**src/rtl/minv_reg_seq.sv**
```systemverilog
// minv_reg_seq: control sequencer for the 256-bit inversion working register.
//
// Loads an operand as NWORDS words of W bits over a valid/ready stream (LSW
// first), grants single-bit right-shift requests from the inversion core, and
// unloads the result LSW first by cyclic word rotation. A full unload
// therefore leaves the register contents unchanged.
//
// Optional feature: define MINV_SEQ_RSCNT_EN to build a saturating 16-bit
// counter of granted shifts on rs_count. When undefined, rs_count is tied to 0.
//
// Ports:
//   clk, rst_n           clock (rising edge), synchronous active-low reset
//   in_valid/in_ready    load word handshake, in_data carries the word
//   load_done            one-cycle pulse after the last load word is accepted
//   rs_req               core request for a 1-bit right shift (HOLD only)
//   unload_start         begin result readout (HOLD only)
//   out_valid/out_ready  readout handshake, out_data = reg_lsw
//   out_last             marks the final readout word
//   unload_done          one-cycle pulse after the final readout word
//   flush                synchronous abort to IDLE
//   reg_din/reg_we/reg_sel_cyc/reg_sel_rs  register control pins
//   reg_lsw              register regout[W-1:0]
//   rs_count             granted shift count (0 when the feature is off)
module minv_reg_seq #(
    parameter int unsigned W      = 16,
    parameter int unsigned NWORDS = 16,
    parameter int unsigned CW     = 5
) (
    input  logic         clk,
    input  logic         rst_n,
    input  logic         in_valid,
    output logic         in_ready,
    input  logic [W-1:0] in_data,
    output logic         load_done,
    input  logic         rs_req,
    input  logic         unload_start,
    output logic         out_valid,
    input  logic         out_ready,
    output logic [W-1:0] out_data,
    output logic         out_last,
    output logic         unload_done,
    input  logic         flush,
    output logic [W-1:0] reg_din,
    output logic         reg_we,
    output logic         reg_sel_cyc,
    output logic         reg_sel_rs,
    input  logic [W-1:0] reg_lsw,
    output logic [15:0]  rs_count
);

    localparam logic [CW-1:0] LAST_WORD = CW'(NWORDS - 1);

    typedef enum logic [1:0] {
        ST_IDLE   = 2'd0,
        ST_LOAD   = 2'd1,
        ST_HOLD   = 2'd2,
        ST_UNLOAD = 2'd3
    } state_t;

    state_t        r_state;
    state_t        w_state_nxt;
    logic [CW-1:0] r_cnt;
    logic [CW-1:0] w_cnt_nxt;
    logic          r_load_done;
    logic          w_load_done_nxt;
    logic          r_unload_done;
    logic          w_unload_done_nxt;
    logic          w_abort;

    // Data paths are pure wiring: no latency between stream and register.
    assign reg_din     = in_data;
    assign out_data    = reg_lsw;
    assign load_done   = r_load_done;
    assign unload_done = r_unload_done;

    // A reset cycle behaves like a flush: no register write, return to IDLE.
    assign w_abort = flush | ~rst_n;

    // Next-state and combinational control outputs.
    always_comb begin
        w_state_nxt       = r_state;
        w_cnt_nxt         = r_cnt;
        w_load_done_nxt   = 1'b0;
        w_unload_done_nxt = 1'b0;
        in_ready          = 1'b0;
        out_valid         = 1'b0;
        out_last          = 1'b0;
        reg_we            = 1'b0;
        reg_sel_cyc       = 1'b0;
        reg_sel_rs        = 1'b0;

        if (w_abort) begin
            w_state_nxt = ST_IDLE;
            w_cnt_nxt   = '0;
        end else begin
            case (r_state)
                ST_IDLE, ST_LOAD: begin
                    in_ready = 1'b1;
                    if (in_valid) begin
                        reg_we = 1'b1;
                        if (r_cnt == LAST_WORD) begin
                            w_state_nxt     = ST_HOLD;
                            w_cnt_nxt       = '0;
                            w_load_done_nxt = 1'b1;
                        end else begin
                            w_state_nxt = ST_LOAD;
                            w_cnt_nxt   = r_cnt + CW'(1);
                        end
                    end
                end
                ST_HOLD: begin
                    // Shift request wins over a simultaneous unload_start.
                    if (rs_req) begin
                        reg_we     = 1'b1;
                        reg_sel_rs = 1'b1;
                    end else if (unload_start) begin
                        w_state_nxt = ST_UNLOAD;
                    end
                end
                ST_UNLOAD: begin
                    out_valid = 1'b1;
                    out_last  = (r_cnt == LAST_WORD);
                    if (out_ready) begin
                        reg_we      = 1'b1;
                        reg_sel_cyc = 1'b1;
                        if (r_cnt == LAST_WORD) begin
                            w_state_nxt       = ST_HOLD;
                            w_cnt_nxt         = '0;
                            w_unload_done_nxt = 1'b1;
                        end else begin
                            w_cnt_nxt = r_cnt + CW'(1);
                        end
                    end
                end
                default: begin
                    w_state_nxt = ST_IDLE;
                    w_cnt_nxt   = '0;
                end
            endcase
        end
    end

    // State, word counter and done pulses.
    always_ff @(posedge clk) begin
        if (!rst_n) begin
            r_state       <= ST_IDLE;
            r_cnt         <= '0;
            r_load_done   <= 1'b0;
            r_unload_done <= 1'b0;
        end else begin
            r_state       <= w_state_nxt;
            r_cnt         <= w_cnt_nxt;
            r_load_done   <= w_load_done_nxt;
            r_unload_done <= w_unload_done_nxt;
        end
    end

`ifdef MINV_SEQ_RSCNT_EN
    logic [15:0] r_rs_count;

    // Saturating count of granted shifts; reg_sel_rs is high exactly on a grant.
    always_ff @(posedge clk) begin
        if (!rst_n) begin
            r_rs_count <= '0;
        end else if (flush || w_load_done_nxt) begin
            r_rs_count <= '0;
        end else if (reg_sel_rs && (r_rs_count != 16'hFFFF)) begin
            r_rs_count <= r_rs_count + 16'd1;
        end
    end

    assign rs_count = r_rs_count;
`else
    assign rs_count = '0;
`endif

endmodule

```
**config.mk**
```make
export PLATFORM = sky130hd
export DESIGN_NAME = minv_reg_seq
export DESIGN_NICKNAME = d
export VERILOG_FILES = /design/src/rtl/minv_reg_seq.sv
export SDC_FILE = /design/constraint.sdc
export NUM_CORES = 1
export LEC_CHECK = 0
export ABC_AREA = 1
export BUFFER_PORTS_ARGS = -buffer_cell sky130_fd_sc_hd__buf_2
export CORE_UTILIZATION = 33
export CTS_CLUSTER_DIAMETER = 30
export CTS_CLUSTER_SIZE = 30
export DETAILED_ROUTE_END_ITERATION = 6
export PLACE_DENSITY_LB_ADDON = 0.2
export SYNTH_ARGS = -nofsm -noshare
export SYNTH_HDL_FRONTEND = slang
export SYNTH_SLANG_ARGS = --single-unit
```
**constraint.sdc**
```tcl
create_clock -name clk -period 1.4 [get_ports clk]
set_clock_uncertainty 0.15 [all_clocks]
set_input_delay 0.07 -clock clk [delete_from_list [all_inputs] [get_ports clk]]
set_output_delay 0.07 -clock clk [all_outputs]
set_load 0.05 [all_outputs]
```
==> metrics.txt, run 1 <==
WL/cell=9.46 µm; Synth area leader=buf_4; fin crit share=106%; crit path max fanout=2; Most Crowded Layer GR=met2; status=complete, but fails checks; FMAX=672 MHz; Global Route Usage Sum=12.1%; critical path arrival=1.27 ns; CP max stage delay=between 0.3 and 0.4 ns; DR pass1 iterations=3; Final Hold Viols=1; FILL cells=228; Port Buffers=14; commonest non-fill, non-tap cell in the layout=dlygate4sd3_1; Slew HR=65.8%; #FFs+latches synth=9; Die Ht=51.8 µm; overflow left after global routing=0; Multi-input gate area=392 µm²; DRC errors left=0; crit path kind=reg -> out; H-tree depth=1; met2 GRT Util=22.3%; most frequent cells in the layout=dlygate4sd3_1, conb_1, nand2_1; largest net degree at the start of global routing=10; CP Cell Sequence=ha_4 -> nand3_4 -> nor2_4 -> nand2_4 -> nor2_4 -> buf_6; required time of the critical path=1.18 ns; yosys synthesis warning count=0; CP startpoint kind=register; Synth top area share=44.1%; CP top delay family=simple AND/OR/NAND/NOR gates; vias in the first global route=559; Seq/Total Area, Yosys=22.1%; register area=approximately 190 µm²; first-pass GRT wire length=2350 µm; switching part of the total=47.4%; CP Buf/Inv Count=1; failing checks=hold timing, setup timing; area added between synthesis and finish=47.8%; # hold bufs at CTS=34; Cell Pwr Density=736 nW/µm²; fin crit period=1.49 ns; clk sinks=9; Hold Crit Class=in -> reg; CP most frequent cell=nor2_4; Finish-stage setup viols=2; routing usage on met1=11.8%; CTS tree=yes; fin nets=188; antenna violations before repair=0; clk root buf=clkbuf_4; die area=about 2700 µm²; Clock power frac=22.3%; slowest CP cell=dfxtp_2; Num CTS Buffers=3; core area=between 2000 and 2500 µm²; register share of total power=29.7%; post-DP HPWL=~1000 µm; Max Cap Viol=0; mapped cell area=817 µm²; vias=721; Ports=95; switching power=421 µW; WL final=around 1700 µm; Rows=17; LEAKAGE=0.000568 µW; post-place instance area=687 µm²; worst slew pin tran=approximately 0.51 ns; met3 Track Usage GR=5.56%; Worst IR Drop VDD=between 0.5 and 0.6 mV; final instance area=1210 µm²; initial core utilization=35.9%; Hold WS=-0.00267 ns; Final ANT Viol Nets=0; # diodes=0; clk buf depth=2; die span in x=51.8 µm; Syn Inst Count=116; TNS Setup=-0.101 ns; RSZ-0062 raised after global routing=true; combinational power share=around 48%; P_int=467 µW; GPL Wtd Cong=0.744; Synth Area per Inst=7.04 µm²; slack of the critical path=-0.0875 ns; Synth cell types=17; layout cell share with drive strength beyond 1=34.7%; synth top area cells=buf_4, dfxtp_1, nand2_1, nor2_1, inv_1; Slew Limit Fails=0; DRT iter0 DRCs=9; worst skew pair latency=0.26 ns; Reg clk slew, reported paths=0.06 ns; crit end category=output pin; routed vias/inst=4.12
==> registers in the layout, summed over array words and instances (netlist names) <==
signal       cells
r_cnt            5
load_done        1
unload_done      1
r_state          2
==> power by group through the flow <==
stage	logic [µW]	registers (µW)	clock network [µW]
floorplan	416	269	0
global placement	161	268	0
detailed placement	161	268	0
CTS	419	263	208
global route	445	264	228
finish	427	264	198
==> synthesized netlist by cell type (all sizes together) <==
master	instances
nor2	14
conb	1
nor4	1
dfxtp	9
o21ai	2
buf	48
inv	9
a21oi	5
nand3	6
ha	1
nand2	19
or2	1
==> worst reg2reg max path: stages, from the launching register on <==
cell	delay (ns)
dfxtp_2	0.35
ha_4	0.15
nand3_4	0.08
nor2_4	0.12
buf_4	0.12
buf_4	0.09
nand2_1	0.05
nand2_2	0.09
nor2_1	0.05
==> metrics by stage <==
stage	power (µW)	hold WS, ns	util, %	setup WS [ns]	cells
floorplan	685	0.0734	-	0.00722	131
global placement	429	-0.00966	30.2	-0.00883	130
detailed placement	429	-0.00966	30.2	-0.0391	130
CTS	891	-0.00604	50.4	-0.133	172
global route	937	-0.00285	53.1	-0.174	175
finish	889	-0.00267	53.1	-0.0875	175
==> per-layer routing <==
layer | share of wire, % | routed length [µm]
met2 | 53 | 870
met3 | 11 | 184
met4 | 0.72 | 12
met1 | 36 | 589
met5 | 0 | 0
==> logic make-up (layout without fill, tap and decap cells) <==
group                    after synthesis  after routing  share of synthesized area [%]
adder cells (fa/ha/maj)                1              1                           1.53
flip-flops                             9              9                           22.1
buffers and inverters                 57             73                           48.2
AND/OR/NAND/NOR                       41             41                           23.4
AO/OA/AOI/OAI                          7              7                           4.29
other                                  1             16                          0.459
==> final timing paths <==
path | from | slack [ns] | end | depth (start not counted)
worst min register to register | r_cnt[4] | 0.33 | r_cnt[4] | 2
worst max-delay path | r_cnt[1] | -0.09 | out_last | 6
worst max register to register | r_cnt[1] | 0.04 | r_cnt[1] | 8
worst min-delay path | out_ready | -0.003 | unload_done | 3
==> layout make-up <==
class | count | share of cell area (%)
inverters | 9 | 3.01
well taps | 28 | 2.90
repair buffers | 60 | 43.9
clock buffers | 4 | 2.18
flip-flops and latches | 9 | 15.5
multi-input cells | 65 | 32.4
==> repair_timing <==
action,4_1_cts,5_1_grt
gates resized for setup,21,10
endpoints found under the setup margin,6,9
buffers inserted,4,3
pin swaps,3,2
endpoints found under the hold margin,35,1
Note: power is estimated with default switching activity, not from simulation.
==> inputs of run 2 (changes only) <==
CORE_ASPECT_RATIO = 1.5   (was not set)
SETUP_SLACK_MARGIN = 0.1   (was not set)
SKIP_LAST_GASP = 1   (was not set)
==> metrics.txt, run 2 (synthesis results as in run 1) <==
status=complete, but fails checks; failing checks=setup timing; WL final=around 2000 µm; final core utilization=56.4%; CP Cell Sequence=ha_4 -> nand3_4 -> nor2_4 -> nand2_2 -> nor2_4 -> buf_8; Hold WS=around 0.018 ns; H-tree depth=1; DR pass1 iterations=2; largest net degree at the start of global routing=10; Num CTS Buffers=3; Slew Limit Fails=0; Hold Crit Class=in -> reg; Finish-stage setup viols=3; Ports=between 90 and 100; die area=roughly 2700 µm²; core area=2290 µm²; worst slew pin tran=about 0.53 ns; initial core utilization=35.7%; required time of the critical path=1.18 ns; area added between synthesis and finish=57.7%; Global Route Usage Sum=~15%; switching part of the total=48.1%; CP startpoint kind=register; CP most frequent cell=nor2_4; switching power=438 µW; vias in the first global route=622; DRT iter0 DRCs=18; Port Buffers=14; FMAX=669 MHz; Largest regs=r_cnt (5), r_state (2); Design Power=about 910 µW; Rows=21; critical path arrival=1.27 ns; Worst IR Drop VDD=0.457 mV; slack of the critical path=-0.0948 ns; fin crit share=107%; fin nets=189; Clock power frac=22.6%; fin crit period=roughly 1.5 ns; Cell Pwr Density=706 nW/µm²; worst skew pair latency=between 0.2 and 0.3 ns; max FFs per register=5; crit path kind=reg -> out; DRC errors left=0; RSZ-0062 raised after global routing=true; vias=about 750; CP max stage delay=roughly 0.35 ns; post-DP HPWL=roughly 1100 µm; clk sinks=9; first-pass GRT wire length=2940 µm; crit path max fanout=2; Slew HR=64.5%; Reg clk slew, reported paths=0.06 ns; Most flops, register=r_cnt; Final ANT Viol Nets=0; Final Hold Viols=0; antenna violations before repair=0; LEAKAGE=0.000583 µW; slowest CP cell=dfxtp_2; routed vias/inst=4.36; clk buf depth=2; most frequent cells in the layout=dlygate4sd3_1, conb_1, nand2_1; # diodes=0; Max Cap Viol=0; P_int=approximately 470 µW; CTS tree=yes; crit end category=output pin; combinational power share=48.6%; clk root buf=clkbuf_4; commonest non-fill, non-tap cell in the layout=dlygate4sd3_1; layout cell share with drive strength beyond 1=between 30% and 40%; overflow left after global routing=0; Die Ht=62.9 µm; GPL Wtd Cong=0.801; WL/cell=11.7 µm; die span in x=around 43 µm; register share of total power=approximately 29%
==> run 2: cell count changes in the layout (fill, tap and decap cells not counted), sizes merged <==
| cell | before | now |
|---|---|---|
| buf | 24 | 26 |
| clkbuf | 6 | 4 |
| nand2 | 19 | 20 |
==> run 2: path summary, 6_finish.rpt <==
path,end,cells after the start,startpoint,slack (ns)
worst max-delay path,out_last,6,r_cnt[1],-0.09
worst min-delay path,r_state[0],5,unload_start,0.02
worst max register to register,r_cnt[0],7,r_state[1],0.08
worst min register to register,r_cnt[4],2,r_cnt[4],0.32
==> run 2: timing repair <==
action / CTS / global route
gates resized for setup: 32 / 16
gates cloned: 0 / 1
hold endpoints to repair: 34 / 0
setup buffers: 5 / 2
hold buffers: 34 / 0
endpoints found under the setup margin: 11 / 12
pin swaps: 7 / 10
==> run 2: final cells by class <==
cell class                 count  area [µm²]
tap                           23        28.8
timing repair buffer          60         564
sequential                     9         190
fill                         210         997
clock buffer                   4        26.3
multi-input combinational     66         443
inverter                       9        36.3
==> run 2: through the flow <==
step | setup WS (ns) | cells | setup TNS (ns) | area, µm²
6_report | -0.0948 | 171 | -0.185 | 1290
5_1_grt | -0.173 | 171 | -0.379 | 1290
4_1_cts | -0.166 | 169 | -0.218 | 1210
3_5_place_dp | 0.00192 | 126 | 0 | 696
3_3_place_gp | 0.0225 | 126 | 0 | 696
2_1_floorplan | -0.0742 | 131 | -0.0742 | 912
==> run 2: power by group through the flow <==
stage	clock network (µW)	logic (µW)	registers (µW)
2_1_floorplan	0	417	269
3_3_place_gp	0	163	268
3_5_place_dp	0	163	268
4_1_cts	217	429	263
5_1_grt	232	457	263
6_report	205	442	263
==> run 2: routing by layer <==
layer | track usage [%] | vias to the layer above | share of wire [%]
met3 | 3.18 | 7 | 7.9
met1 | 12.6 | 319 | 29
met4 | 8.20 | 0 | 3.5
met2 | 29.2 | 64 | 59
met5 | 0 | - | 0
li1 | - | 356 | -
==> run 2: critical path, delay by kind of cell (launching register included) <==
family / cells / cell delay [ns]
and+or+nand+nor: 4 / 0.35
DFF: 1 / 0.35
adders and majority gates: 1 / 0.15
buffers and inverters: 1 / 0.15
